$ cat config.mk
export PLATFORM = sky130hd
export DESIGN_NAME = ps2_command_out
export DESIGN_NICKNAME = d
export VERILOG_FILES = /design/src/rtl/ps2_pkg.sv /design/src/rtl/ps2_timeout_counter.sv /design/src/rtl/ps2_command_out.sv
export SDC_FILE = /design/constraint.sdc
export NUM_CORES = 1
export LEC_CHECK = 0
export CAP_MARGIN = 20
export CORE_MARGIN = 2
export CORE_UTILIZATION = 63
export DETAILED_ROUTE_END_ITERATION = 6
export HOLD_SLACK_MARGIN = 0.15
export PLACE_DENSITY = 0.95
export SETUP_SLACK_MARGIN = 0.05
export SLEW_MARGIN = 20
export SYNTH_ARGS = -nofsm -noshare
export SYNTH_HDL_FRONTEND = slang
export SYNTH_SLANG_ARGS = --single-unit
$ cat constraint.sdc
create_clock -name clk -period 3.3 [get_ports clk]
set_input_delay 0.66 -clock clk [delete_from_list [all_inputs] [get_ports clk]]
set_output_delay 0.66 -clock clk [all_outputs]
set_load 0.005 [all_outputs]
$ cat src/rtl/ps2_pkg.sv
// Shared PS/2 definitions: transmitter state encoding, default 50 MHz timing
// constants and the frame parity helper. The data-in receiver imports this too.
package ps2_pkg;

    typedef enum logic [2:0] {
        ST_IDLE            = 3'd0,
        ST_INIT_RTS        = 3'd1,
        ST_WAIT_FIRST_EDGE = 3'd2,
        ST_TX_BITS         = 3'd3,
        ST_WAIT_ACK        = 3'd4,
        ST_DONE            = 3'd5,
        ST_ERROR           = 3'd6
    } ps2_tx_state_t;

    localparam int TIMER_WIDTH     = 20;
    localparam int BIT_CNT_WIDTH   = 4;
    localparam int MAX_TIMER_VALUE = (1 << TIMER_WIDTH) - 1;

    localparam int DEFAULT_CLK_HOLD_CYCLES      = 5050;    // 101 us
    localparam int DEFAULT_START_TIMEOUT_CYCLES = 750000;  // 15 ms
    localparam int DEFAULT_XFER_TIMEOUT_CYCLES  = 100000;  // 2 ms

    // bit_cnt value at which the next falling edge hands the line over for the stop bit
    localparam logic [BIT_CNT_WIDTH-1:0] STOP_BIT_CNT = 4'd9;

    localparam logic [TIMER_WIDTH-1:0] TIMER_ONE = {{(TIMER_WIDTH-1){1'b0}}, 1'b1};

    // Parity bit that makes the total count of ones in {parity, data} odd.
    function automatic logic odd_parity(input logic [7:0] data);
        return ~^data;
    endfunction

endpackage

$ cat src/rtl/ps2_timeout_counter.sv
// Cycle timer shared by all timed phases of the PS/2 transmitter.
// expired is high during the terminal_count-th enabled cycle after a clear.
module ps2_timeout_counter
    import ps2_pkg::*;
(
    input  logic                   clk,
    input  logic                   reset,
    input  logic                   clear,
    input  logic                   enable,
    input  logic [TIMER_WIDTH-1:0] terminal_count,
    output logic                   expired
);

    logic [TIMER_WIDTH-1:0] count_reg;

    assign expired = enable && (count_reg == (terminal_count - TIMER_ONE));

    // Saturates once expired so a late edge cannot wrap the count around.
    always_ff @(posedge clk) begin
        if (reset || clear) begin
            count_reg <= '0;
        end else if (enable && !expired) begin
            count_reg <= count_reg + TIMER_ONE;
        end
    end

endmodule

$ cat src/rtl/ps2_command_out.sv
// Host-to-device PS/2 transmitter: request-to-send, start bit, LSB-first byte,
// odd parity, stop bit and device ACK, with start and transfer timeouts.
module ps2_command_out
    import ps2_pkg::*;
#(
    parameter int CLK_HOLD_CYCLES      = DEFAULT_CLK_HOLD_CYCLES,
    parameter int START_TIMEOUT_CYCLES = DEFAULT_START_TIMEOUT_CYCLES,
    parameter int XFER_TIMEOUT_CYCLES  = DEFAULT_XFER_TIMEOUT_CYCLES
) (
    input  logic       clk,
    input  logic       reset,
    input  logic [7:0] the_command,
    input  logic       send_command,
    input  logic       ps2_clk_posedge,
    input  logic       ps2_clk_negedge,
    input  logic       ps2_data,
    output logic       ps2_clk_drive_low,
    output logic       ps2_data_drive_low,
    output logic       busy,
    output logic       command_was_sent,
    output logic       error_communication_timed_out
);

    if (CLK_HOLD_CYCLES < 2 || CLK_HOLD_CYCLES > MAX_TIMER_VALUE ||
        START_TIMEOUT_CYCLES < 1 || START_TIMEOUT_CYCLES > MAX_TIMER_VALUE ||
        XFER_TIMEOUT_CYCLES < 1 || XFER_TIMEOUT_CYCLES > MAX_TIMER_VALUE) begin : g_bad_config
        $error("ps2_command_out: timing parameter outside the 20-bit timer range");
    end

    // The hold timer expires one cycle early; that cycle raises the start bit.
    localparam logic [TIMER_WIDTH-1:0] HOLD_TC  = TIMER_WIDTH'(CLK_HOLD_CYCLES - 1);
    localparam logic [TIMER_WIDTH-1:0] START_TC = TIMER_WIDTH'(START_TIMEOUT_CYCLES);
    localparam logic [TIMER_WIDTH-1:0] XFER_TC  = TIMER_WIDTH'(XFER_TIMEOUT_CYCLES);

    ps2_tx_state_t            state_reg;
    logic [8:0]               shift_reg;
    logic [BIT_CNT_WIDTH-1:0] bit_cnt_reg;
    logic                     clk_low_reg;
    logic                     data_low_reg;
    logic                     busy_reg;
    logic                     sent_reg;
    logic                     timeout_reg;

    logic                     timer_clear;
    logic                     timer_enable;
    logic [TIMER_WIDTH-1:0]   timer_terminal;
    logic                     timer_expired;

    assign ps2_clk_drive_low             = clk_low_reg;
    assign ps2_data_drive_low            = data_low_reg;
    assign busy                          = busy_reg;
    assign command_was_sent              = sent_reg;
    assign error_communication_timed_out = timeout_reg;

    // The timer restarts on every phase change except between bits: the
    // transfer timeout spans TX_BITS and WAIT_ACK as a whole.
    always_comb begin
        timer_clear    = 1'b1;
        timer_enable   = 1'b0;
        timer_terminal = XFER_TC;
        case (state_reg)
            ST_INIT_RTS: begin
                timer_clear    = data_low_reg;
                timer_enable   = 1'b1;
                timer_terminal = HOLD_TC;
            end
            ST_WAIT_FIRST_EDGE: begin
                timer_clear    = ps2_clk_negedge;
                timer_enable   = 1'b1;
                timer_terminal = START_TC;
            end
            ST_TX_BITS, ST_WAIT_ACK: begin
                timer_clear  = 1'b0;
                timer_enable = 1'b1;
            end
            default: begin
                timer_clear = 1'b1;
            end
        endcase
    end

    ps2_timeout_counter u_timer (
        .clk            (clk),
        .reset          (reset),
        .clear          (timer_clear),
        .enable         (timer_enable),
        .terminal_count (timer_terminal),
        .expired        (timer_expired)
    );

    // Edge strobes are tested before the timer so an edge wins a tie.
    always_ff @(posedge clk) begin
        if (reset) begin
            state_reg    <= ST_IDLE;
            shift_reg    <= '0;
            bit_cnt_reg  <= '0;
            clk_low_reg  <= 1'b0;
            data_low_reg <= 1'b0;
            busy_reg     <= 1'b0;
            sent_reg     <= 1'b0;
            timeout_reg  <= 1'b0;
        end else begin
            case (state_reg)
                ST_IDLE: begin
                    clk_low_reg  <= 1'b0;
                    data_low_reg <= 1'b0;
                    sent_reg     <= 1'b0;
                    timeout_reg  <= 1'b0;
                    busy_reg     <= 1'b0;
                    if (send_command) begin
                        shift_reg   <= {odd_parity(the_command), the_command};
                        bit_cnt_reg <= '0;
                        clk_low_reg <= 1'b1;
                        busy_reg    <= 1'b1;
                        state_reg   <= ST_INIT_RTS;
                    end
                end

                ST_INIT_RTS: begin
                    if (data_low_reg) begin
                        clk_low_reg <= 1'b0;
                        state_reg   <= ST_WAIT_FIRST_EDGE;
                    end else if (timer_expired) begin
                        data_low_reg <= 1'b1;
                    end
                end

                ST_WAIT_FIRST_EDGE: begin
                    if (ps2_clk_negedge) begin
                        data_low_reg <= ~shift_reg[0];
                        shift_reg    <= {1'b0, shift_reg[8:1]};
                        bit_cnt_reg  <= 4'd1;
                        state_reg    <= ST_TX_BITS;
                    end else if (timer_expired) begin
                        clk_low_reg  <= 1'b0;
                        data_low_reg <= 1'b0;
                        timeout_reg  <= 1'b1;
                        state_reg    <= ST_ERROR;
                    end
                end

                ST_TX_BITS: begin
                    if (ps2_clk_negedge) begin
                        if (bit_cnt_reg == STOP_BIT_CNT) begin
                            data_low_reg <= 1'b0;
                            state_reg    <= ST_WAIT_ACK;
                        end else begin
                            data_low_reg <= ~shift_reg[0];
                            shift_reg    <= {1'b0, shift_reg[8:1]};
                            bit_cnt_reg  <= bit_cnt_reg + 4'd1;
                        end
                    end else if (timer_expired) begin
                        clk_low_reg  <= 1'b0;
                        data_low_reg <= 1'b0;
                        timeout_reg  <= 1'b1;
                        state_reg    <= ST_ERROR;
                    end
                end

                ST_WAIT_ACK: begin
                    // The stop-bit sample itself shows data high; only a low line is the ACK.
                    if (ps2_clk_posedge && !ps2_data) begin
                        sent_reg  <= 1'b1;
                        state_reg <= ST_DONE;
                    end else if (timer_expired) begin
                        clk_low_reg  <= 1'b0;
                        data_low_reg <= 1'b0;
                        timeout_reg  <= 1'b1;
                        state_reg    <= ST_ERROR;
                    end
                end

                ST_DONE, ST_ERROR: begin
                    clk_low_reg  <= 1'b0;
                    data_low_reg <= 1'b0;
                    if (!send_command) begin
                        sent_reg    <= 1'b0;
                        timeout_reg <= 1'b0;
                        busy_reg    <= 1'b0;
                        state_reg   <= ST_IDLE;
                    end
                end

                default: begin
                    clk_low_reg  <= 1'b0;
                    data_low_reg <= 1'b0;
                    busy_reg     <= 1'b0;
                    state_reg    <= ST_IDLE;
                end
            endcase
        end
    end

endmodule
==> results.md, run 1 <==
* NumNets Final at 353
* Syn-to-layout area delta at 12.95%
* Mux share of post-synthesis cell area at 2.408%
* # diodes at 0
* Max Clock Skew at 4.153 ps
* Crit path buffers/inverters at 2
* IO Count at 19
* Max-slew violation count at 0
* Portion of the post-synthesis area used by sequential elements at 32.92%
* Post-route DRC violation count at 0
* CTS tree: done
* Synth warnings at 0
* Data required time at the worst endpoint at 3490 ps
* Clock sink total at 41
* Maximum vdd ir drop at 0.3540 mV
* Post-synthesis sequential element count at 41
* Mean routed wirelength per cell at 16.04 um
* Die span in x at 66.92 um
* Most common library cell in the layout ignoring fill and taps: nor2_1
* Gp weighted congestion at 0.9949
* CTS hold repair buffers at 0
* Post-Synth XOR/XNOR Area at 7.727%
* Classification of the worst-slack hold path: reg2reg
* Initial antenna violation count at 0
* Wire length of the first global-routing pass at 10400 um
* Pwr/cell area at 425.1 nW/um^2
* Number of enable-type register cells in the synthesized netlist at 0
* Slew at the pin closest to its max-slew limit at 595.4 ps
* Non-filler instance count after layout at 385
* Vertical die dimension at 66.92 um
* Category of cells accounting for the largest share of critical-path delay: compound AO/OA/AOI/OAI gates
* Net count of the mapped netlist at 339
* Compound-gate portion of the synthesized area at 20.72%
* Clock network power share at 33.8%
* Status: completed
* Leakage power figure at 0.9480 nW
* Post-synth ARST share at 0%
* Fraction of the core area covered by cells at the end of the flow at 75.23%
* Simple-gate portion of the synthesized area at 29.80%
* Post-synthesis instance total at 322
* Mean instance size in the synthesized netlist at 7.744 sq um
* CTS clk-pin slew, worst paths at 80 ps
* CTS root buffer: clkbuf_8
* Aggregate routed wire length at 6177 um
* Rel. slew slack at 60.31%
* Share of post-route cells with drive strength above 1 at 7.122%
* Ratio of final minimum period to clock period at 74.11%
* Number of flip-flops in the largest register at 20
* Seq pwr share at 45.3%
* Ordered cell list for the critical path: clkdlybuf4s50_1 -> nand2_1 -> a21oi_1 -> o21a_1 -> buf_4 -> nor2_1 -> a311oi_1
* Critical path start-end classification: in2reg
* Share of power burned in combinational logic at 20.9%
* Setup slack, reg-to-reg at 970 ps
* Setup Fix Bufs, Post-CTS at 0
* Type of destination of the critical path: flop
* Starting density of the core at 66.61%
* Number of global-route vias before repair at 2317
* Number of H-tree branching levels at 2
* Final hold viol count at 0
* Post-synthesis cell area at 2494 sq um
* Total global routing track utilization at 30.14%
* Arithmetic-cell share of the synthesized area counting full adders, half adders and majority gates at 1.505%
* Net switching power at 342.7 uW
* Number of setup violations in the final report at 0
* Total clock buffers created by CTS at 5
* Multi-input gate area at 1550 sq um
* Detail-routed via count per cell at 6.431
* Port Buffer Count at 18
* Highest achievable clock rate at 408.9 MHz
* Buffer depth of the longest clock path at 2
* Final antenna-violating net count at 0
* Crit path time final at 2446 ps
* Worst endpoint data arrival time at 2640 ps
* Pin count of the biggest net entering global routing at 24
* Combinational family with the most area after synthesis: simple AND/OR/NAND/NOR gates
* Core Area at 3744 sq um
* HPWL Detailed at 4214 um
* Overall die area at 4478 sq um
* Reported max-cap violation count at 0
* Highest-count cells in the layout ignoring fill and taps: nor2_1, dfxtp_1, nand2_1
* Detailed router's first-iteration violation count at 382
* Setup crit start kind: primary input
* Grt total ovfl at 0
* RSZ-0062 raised after global routing: false
* First-pass iteration count of the detailed router at 5
* Fill cell count at 281
* Switching part of the total power at 28.63%
* Largest incremental delay on the critical path at 610 ps
* Number of distinct library cells after synthesis at 53
* Standard-cell row count at 22
* Internal power component at 854.4 uW
* Number of placed instances, taps included at 377
* Leading register cell type out of synthesis: dfxtp_1
* Max Fanout on Critical Path at 14
* Clock insertion delay at the later pin of the skew report at 290 ps
* Setup TNS at 0 ps
* Number of vias in the routed layout at 2476
* Register area at 820.8 sq um
* Resized cells post-CTS at 0
* Critical-path top delay cell: clkdlybuf4s50_1
[tightest hold or removal path, stage by stage (launching register included)]
cell     delay (ps)
dfxtp_1         330
a31oi_1          40
nor2_1           70
[synthesized netlist by cell type (2+ instances only)]
cell      number  area share [%]
nor3b_1        2            0.60
nand2b_1       8             2.0
buf_6          2            0.90
nand3_1       10             2.0
and3_1         8             2.0
a211oi_1       3            0.90
nor4b_1        2            0.70
nand3b_1       2            0.60
a22oi_1        2            0.60
nor2_1        42             6.3
a21o_1         3            0.90
nor4_1         4             1.0
nand2_1       39             5.9
o22ai_1        3            0.75
ha_1           3             1.5
a311oi_1       8             2.8
nor3_1         3            0.60
inv_1          9             1.4
and4_1         2            0.70
xnor2_1       20             7.0
a31oi_1        7             1.8
a211o_1        2            0.70
nor2b_1        4             1.0
clkbuf_1      14             2.1
o21ai_1        2            0.40
or4_1          2            0.60
or3_1          3            0.75
buf_2          2            0.40
xor2_1         2            0.70
nand4_1       11             2.8
o21ai_0        8             1.6
a21oi_4        2             1.3
mux2i_1        6             2.4
a21oi_1       23             4.6
dfxtp_1       41              33
[power groups by stage]
stage          registers, mW  clock network, mW  logic, mW
6_report               0.542              0.405      0.250
5_1_grt                0.545              0.425      0.275
4_1_cts                0.541              0.405      0.247
3_5_place_dp           0.552                  0      0.244
3_3_place_gp           0.550                  0      0.236
2_1_floorplan          0.546                  0      0.180
[per-stage QoR]
stage | power, mW | hold slack [ps] | area (sq um) | worst slack [ps]
finish | 1.197 | 474.1 | 2816 | 854.4
global route | 1.245 | 491.9 | 2816 | 801.8
CTS | 1.193 | 475.5 | 2816 | 956.4
detailed placement | 0.7969 | 461.8 | 2705 | 664.2
global placement | 0.7865 | 449.3 | 2705 | 766.0
floorplan | 0.7255 | 445.9 | 2494 | 1249
[kinds of logic after synthesis]
group	after synthesis
xor gates and xnor gates	22
DFF	41
buffers and inverters	28
muxes	6
adders and majority gates	3
AOI/OAI and AO/OA	74
and+or+nand+nor	148
[metal layers]
layer	up-vias	track usage (%)	wire, um
li1	1187	-	-
met5	-	0	0
met1	1123	38.29	2596
met3	25	5.405	572
met2	141	49.50	2807
met4	0	13.52	201
[area by class of cell]
type,count,share of cell area [%]
multi-input combinational,253,55.04
inverter,9,1.199
clock inverter,2,1.377
clock buffer,6,2.577
sequential,41,29.14
tap,48,2.132
timing repair buffer,26,8.530
[path summary, 6_finish.rpt]
| path | from | to | depth (start not counted) |
|---|---|---|---|
| max | ps2_clk_negedge | shift_reg[6] | 7 |
| min | command_was_sent | command_was_sent | 2 |
| max reg2reg | state_reg[1] | u_timer.count_reg[18] | 7 |
| min reg2reg | command_was_sent | command_was_sent | 2 |
Note: power is estimated with default switching activity, not from simulation.
==> run 2, diff against run 1 <==
Settings changed: CORE_UTILIZATION 63 to 53, PLACE_DENSITY 0.95 to 0.88.
Clock period 3.3 ns to 2.13 ns, I/O delays scaled along.
==> run 2 against run 1 <==
Compared with the run above:
- sequential share of layout area down 1.6 points
- worst setup slack got worse by 750 ps
- total power is 51% higher
- highest routed layer unchanged
- via count increased by 2.5%
- final cell count rose by 5.7%
- routed wire length rose by 1.1%
- final area up 6.0%
- worst hold slack improved by 4.4 ps
- clock-buffer cell count decreased by 1
- critical path depth stayed put
- sequential power up 55%
- critical path type is now reg2reg
==> results.md, run 2 (synthesized netlist as in run 1, its figures left out) <==
* Critical-path top delay cell: or4_1
* Clock insertion delay at the later pin of the skew report at 300 ps (about the same)
* Highest achievable clock rate at 494.6 MHz
* Initial antenna violation count at 0 (unchanged)
* Worst endpoint data arrival time at 2220 ps (-420 ps)
* Number of flip-flops in the largest register at 20 (unchanged)
* Pwr/cell area at 605.5 nW/um^2 (+42%)
* Vertical die dimension at 72.59 um (+8.5%)
* Mean routed wirelength per cell at 15.35 um (-4.3%)
* Global routing's busiest layer: met2
* Fill cell count at 366 (+30%)
* GRT met2 Usage at 38.59% (-11 points)
* Register area at 822.0 sq um (+0.15%)
* Aggregate routed wire length at 6248 um (+1.1%)
* Wire length of the first global-routing pass at 10450 um (+0.46%)
* CTS root buffer: clkbuf_8
* Top cell by count, worst path: a21oi_4
* RSZ-0062 raised after global routing: true
* Final hold viol count at 0 (unchanged)
* Number of vias in the routed layout at 2538 (+2.5%)
* Core Area at 4444 sq um (+19%)
* HPWL Detailed at 4434 um (+5.2%)
* Ratio of final minimum period to clock period at 94.91%
* Crit path time final at 2022 ps
* Type of destination of the critical path: flop
* CTS hold repair buffers at 0 (unchanged)
* Largest incremental delay on the critical path at 570 ps (-40 ps)
* Number of placed instances, taps included at 396 (+5.0%)
* CTS tree: done
* Overall die area at 5269 sq um (+18%)
* Grt total ovfl at 0 (unchanged)
* First-pass iteration count of the detailed router at 5 (unchanged)
* Setup slack, reg-to-reg at 110 ps (-860 ps)
* Number of global-route vias before repair at 2226 (-3.9%)
* Leakage power figure at 1.035 nW (+9.2%)
* Global routing met1 resource utilization at 34.67% (-3.6 points)
* Critical register-to-register path endpoint: u_timer.count_reg[17]
* Most common library cell in the layout ignoring fill and taps: nor2_1
* Grt met3 use at 4.696% (-0.71 points)
* IO Count at 19 (unchanged)
* Max Fanout on Critical Path at 8 (-6)
* Number of H-tree branching levels at 2 (unchanged)
* Detailed router's first-iteration violation count at 272 (-29%)
* Share of post-route cells with drive strength above 1 at 13.24% (+6.1 points)
* Status: completed
* Rel. slew slack at 60.39% (+0.087 points)
* Max-slew violation count at 0 (unchanged)
* Reported max-cap violation count at 0 (unchanged)
* Gp weighted congestion at 0.8907 (-10%)
* Ordered cell list for the critical path: xnor2_1 -> or4_1 -> a21oi_4 -> buf_4 -> a21oi_4 -> and3_1 -> mux2i_1
* Number of cells on the worst reg-to-reg path at 7 (unchanged)
* Total global routing track utilization at 24.83% (-5.3 points)
* Die span in x at 72.59 um (+8.5%)
* Placement-stage cell area at 2835 sq um (+4.8%)
* Pin count of the biggest net entering global routing at 24 (unchanged)
* Number of setup violations in the final report at 0 (unchanged)
* CTS clk-pin slew, worst paths at 90 ps (about the same)
* Worst hold slack at 478.4 ps (+4.374 ps)
* Depth of the worst hold-timing path at 2 (unchanged)
* Maximum vdd ir drop at 0.3437 mV (-2.9%)
* Buffer depth of the longest clock path at 2 (unchanged)
* Setup crit start kind: flop
* NumNets Final at 371 (+5.1%)
* Data required time at the worst endpoint at 2320 ps (-1170 ps)
* Port Buffer Count at 18 (unchanged)
* Cell area after layout at 2985 sq um (+6.0%)
* Final antenna-violating net count at 0 (unchanged)
* Highest-count cells in the layout ignoring fill and taps: nor2_1, dfxtp_1, nand2_1
* Syn-to-layout area delta at 19.72%
* Classification of the worst-slack hold path: reg2reg
* Multi-input gate area at 1569 sq um (+1.2%)
* Post-route DRC violation count at 0 (unchanged)
* Hold-critical path endpoint: shift_reg[0]
* Critical path start-end classification: reg2reg
* Launch point of the worst reg-to-reg path: state_reg[1]
* Total clock buffers created by CTS at 5 (unchanged)
* Max Clock Skew at 7.592 ps (+3.440 ps)
* Clock sink total at 41 (unchanged)
* Hold path startpoint: shift_reg[1]
* Starting density of the core at 56.11% (-11 points)
* Standard-cell row count at 24 (+9.1%)
* # diodes at 0 (unchanged)
* Slew at the pin closest to its max-slew limit at 588.7 ps (-6.727 ps)
* Detail-routed via count per cell at 6.236 (-3.0%)
* Non-filler instance count after layout at 407 (+5.7%)
## run 2: report_power, final
| group | total, mW | internal [mW] | leakage (nW) | switching [mW] |
|---|---|---|---|---|
| clock network | 0.535 | 0.230 | 0.0364 | 0.305 |
| logic | 0.433 | 0.203 | 0.666 | 0.230 |
| registers | 0.840 | 0.808 | 0.333 | 0.0313 |
| total | 1.81 | 1.24 | 1.04 | 0.566 |
## run 2: repair_timing
| item | CTS | global route |
|---|---|---|
| setup endpoints to repair | 3 | 13 |
| pin swaps | 0 | 1 |
| gates resized for setup | 1 | 6 |
| buffers inserted | 1 | 2 |
## run 2: stage by stage
stage          setup WS [ps]  power, mW  util, %  setup TNS [ps]
6_report               108.3      1.808    67.17               0
4_1_cts                52.91      1.799    66.13               0
2_1_floorplan          78.99      1.124        -               0
5_1_grt               -9.516      1.891    67.17          -9.516
3_5_place_dp           17.73      1.269    63.80               0
3_3_place_gp           134.2      1.255    63.80               0
## run 2: how the worst max path moves through the flow
stage	startpoint	to	slack, ps
global placement	state_reg[0]	u_timer.count_reg[17]	130
floorplan	state_reg[0]	u_timer.count_reg[18]	80
global route	state_reg[1]	u_timer.count_reg[17]	-10
finish	state_reg[1]	u_timer.count_reg[17]	110
CTS	state_reg[1]	state_reg[1]	50
detailed placement	state_reg[0]	u_timer.count_reg[18]	20
## run 2: layout make-up
| cell class | count | area share [%] |
|---|---|---|
| Timing Repair Buffer | 44 | 13.54 |
| Tap cell | 52 | 2.179 |
| Inverter | 9 | 1.132 |
| Clock inverter | 3 | 0.7544 |
| Clock buffer | 5 | 2.305 |
| Multi-Input combinational cell | 253 | 52.56 |
| Sequential cell | 41 | 27.54 |
## run 2: metal layers
metal / routed length, um / share of wire [%]
met1: 2718 / 44
met2: 2888 / 46
met5: 0 / 0
met3: 535 / 8.6
met4: 105 / 1.7
## run 2: critical path, delay by kind of cell (launching register included)
family          cells  cell delay, ps
compound gates      2             280
flops               1             440
xor+xnor            1             120
mux                 1             110
buf+inv             1             200
simple gates        2             750
==> run 3, diff against run 2 <==
Settings changed: ABC_CLOCK_PERIOD_IN_PS set to 2130, CORE_UTILIZATION 53 to 55, CTS_BUF_LIST set to sky130_fd_sc_hd__clkbuf_8, PLACE_DENSITY 0.88 to 0.82.
==> run 3 against run 2 <==
Compared with the run above:
- maximum frequency fell by 1.1%
- total power fell by 1.4%
- global-route usage rose by 0.98 points
- final area rose by 0.50%
- critical path depth fell by 1
- clock power fell by 8.0%
- via count rose by 0.79%
- worst hold slack got worse by 9.1 ps
- clock-buffer cell count did not move
- routed wire length rose by 0.32%
- critical endpoint is now u_timer.count_reg[18]
==> results.md, run 3 (synthesized netlist as in run 1, its figures left out) <==
* Status: completed
* Most common library cell in the layout ignoring fill and taps: nor2_1
* IO Count at 19 (unchanged)
* Number of flip-flops in the largest register at 20 (unchanged)
* CTS tree: done
* Clock insertion delay at the later pin of the skew report at 290 ps (about the same)
* Leakage power figure at 1.064 nW (+2.7%)
* Buffer depth of the longest clock path at 2 (unchanged)
* Syn-to-layout area delta at 20.32%
* Initial antenna violation count at 0 (unchanged)
* Maximum vdd ir drop at 0.4583 mV (+33%)
* Worst endpoint data arrival time at 2260 ps (+40 ps)
* Number of global-route vias before repair at 2369 (+6.4%)
* HPWL Detailed at 4411 um (-0.52%)
* First-pass iteration count of the detailed router at 5 (unchanged)
* Starting density of the core at 57.27% (+1.2 points)
* Post-route DRC violation count at 0 (unchanged)
* Total global routing track utilization at 25.82% (+0.98 points)
* Net switching power at 535.4 uW (-5.5%)
* Number of vias in the routed layout at 2558 (+0.79%)
* Rel. slew slack at 67.21% (+6.8 points)
* RSZ-0062 raised after global routing: true
* Multi-input gate area at 1589 sq um (+1.3%)
* NumNets Final at 373 (+0.54%)
* Slew at the pin closest to its max-slew limit at 487.3 ps (-101.4 ps)
* Share of post-route cells with drive strength above 1 at 15.13% (+1.9 points)
* Final antenna-violating net count at 0 (unchanged)
* Register area at 827.0 sq um (+0.61%)
* Setup slack, reg-to-reg at 90 ps (-20 ps)
* CTS clk-pin slew, worst paths at 90 ps (about the same)
* # diodes at 0 (unchanged)
* CTS root buffer: clkbuf_8
* Reported max-cap violation count at 0 (unchanged)
* Fill cell count at 345 (-5.7%)
* Detail-routed via count per cell at 6.254 (+0.30%)
* Vertical die dimension at 71.34 um (-1.7%)
* Ratio of final minimum period to clock period at 95.96% (+1.0 points)
* Launch point of the worst reg-to-reg path: state_reg[2]
* Worst setup path endpoint: u_timer.count_reg[18]
* Gp weighted congestion at 1.022 (+15%)
* Switching part of the total power at 30.03% (-1.3 points)
* Wire length of the first global-routing pass at 10740 um (+2.8%)
* Pin count of the biggest net entering global routing at 23 (-4.2%)
* Worst hold slack at 469.3 ps (-9.080 ps)
* Share of power burned in combinational logic at 25.3% (+1.4 points)
* Pwr/cell area at 594.1 nW/um^2 (-1.9%)
* Critical register-to-register path endpoint: u_timer.count_reg[18]
* Highest achievable clock rate at 489.3 MHz (-1.1%)
* Data required time at the worst endpoint at 2340 ps (+20 ps)
* Setup TNS at 0 ps (unchanged)
* Seq pwr share at 47.1% (+0.6 points)
* Setup crit start kind: flop
* Final hold viol count at 0 (unchanged)
* Number of setup violations in the final report at 0 (unchanged)
* Critical path start-end classification: reg2reg
* Highest-count cells in the layout ignoring fill and taps: nor2_1, nand2_1, dfxtp_1
* Total clock buffers created by CTS at 5 (unchanged)
* Grt total ovfl at 0 (unchanged)
* Clock network power share at 27.6% (-2.0 points)
* Overall die area at 5089 sq um (-3.4%)
* Port Buffer Count at 18 (unchanged)
* Number of cells on the worst reg-to-reg path at 6 (-1)
* Core Area at 4354 sq um (-2.0%)
* Aggregate routed wire length at 6268 um (+0.32%)
* Max Clock Skew at 12.74 ps (+5.143 ps)
* Die span in x at 71.34 um (-1.7%)
* Number of H-tree branching levels at 2 (unchanged)
* Internal power component at 1.247 mW (+0.47%)
* Max-slew violation count at 0 (unchanged)
* Type of destination of the critical path: flop
* Mean routed wirelength per cell at 15.33 um (-0.17%)
* Classification of the worst-slack hold path: reg2reg
* Crit path time final at 2044 ps (+22.19 ps)
* Standard-cell row count at 24 (unchanged)
* Max Fanout on Critical Path at 8 (unchanged)
* Worst setup startpoint: state_reg[2]
* Detailed router's first-iteration violation count at 303 (+11%)
* Clock sink total at 41 (unchanged)
-- run 3: changes by cell type in the layout (fill, tap and decap cells not counted), sizes merged --
cell / before / now
inv: 9 / 10
clkinv: 0 / 2
buf: 26 / 28
clkinvlp: 3 / 0
-- run 3: layout make-up --
cell class                 instances  share of cell area, %
clock buffer                       5                  2.294
sequential                        41                  27.56
multi-input combinational        253                  52.96
timing repair buffer              46                  13.43
inverter                           9                  1.126
clock inverter                     3                 0.4587
tap                               52                  2.168
-- run 3: worst min-delay path by stage --
stage,end,slack (ps),startpoint,depth (start not counted)
floorplan,shift_reg[8],450,shift_reg[8],2
global placement,shift_reg[8],460,shift_reg[8],2
detailed placement,command_was_sent,460,command_was_sent,2
CTS,shift_reg[8],470,shift_reg[8],2
global route,shift_reg[8],490,shift_reg[8],2
finish,command_was_sent,470,command_was_sent,2
-- run 3: worst max-delay path: stages (launching register included) --
cell and delay, ps:
dfxtp_1 380, nor3b_4 230, mux2i_2 320, a21oi_4 70
and2_2 250, or4_1 520, a21oi_1 190
-- run 3: repair_timing --
action	in CTS	in global routing
resized for setup	3	9
setup endpoints to repair	2	13
hold buffers	0	0
pin swaps	0	3
setup buffers	0	3
endpoints found under the hold margin	0	0
-- run 3: power by group through the flow --
stage	Clock, mW	Combinational, mW	Sequential (mW)
after floorplan	0	0.278	0.846
after global placement	0	0.408	0.852
after detailed placement	0	0.418	0.853
after CTS	0.497	0.428	0.836
after global routing	0.533	0.500	0.844
final	0.492	0.452	0.839
-- run 3: layer usage --
metal | routed length [um] | share of wire [%] | track usage (%) | up-vias
li1 | - | - | - | 1219
met1 | 2670 | 43 | 34.53 | 1198
met2 | 3031 | 48 | 43.42 | 125
met3 | 479 | 7.6 | 4.923 | 16
met4 | 87 | 1.4 | 5.660 | 0
met5 | 0 | 0 | 0 | -
-- run 3: stage by stage --
step / worst slack, ps / std cells / util (%) / instance area, sq um / power (mW)
2_1_floorplan: 78.99 / 322 / - / 2494 / 1.124
3_3_place_gp: 117.2 / 398 / 65.46 / 2850 / 1.260
3_5_place_dp: -28.34 / 398 / 65.46 / 2850 / 1.271
4_1_cts: 49.32 / 406 / 67.73 / 2949 / 1.762
5_1_grt: -7.171 / 409 / 68.91 / 3000 / 1.878
6_report: 86.12 / 409 / 68.91 / 3000 / 1.782
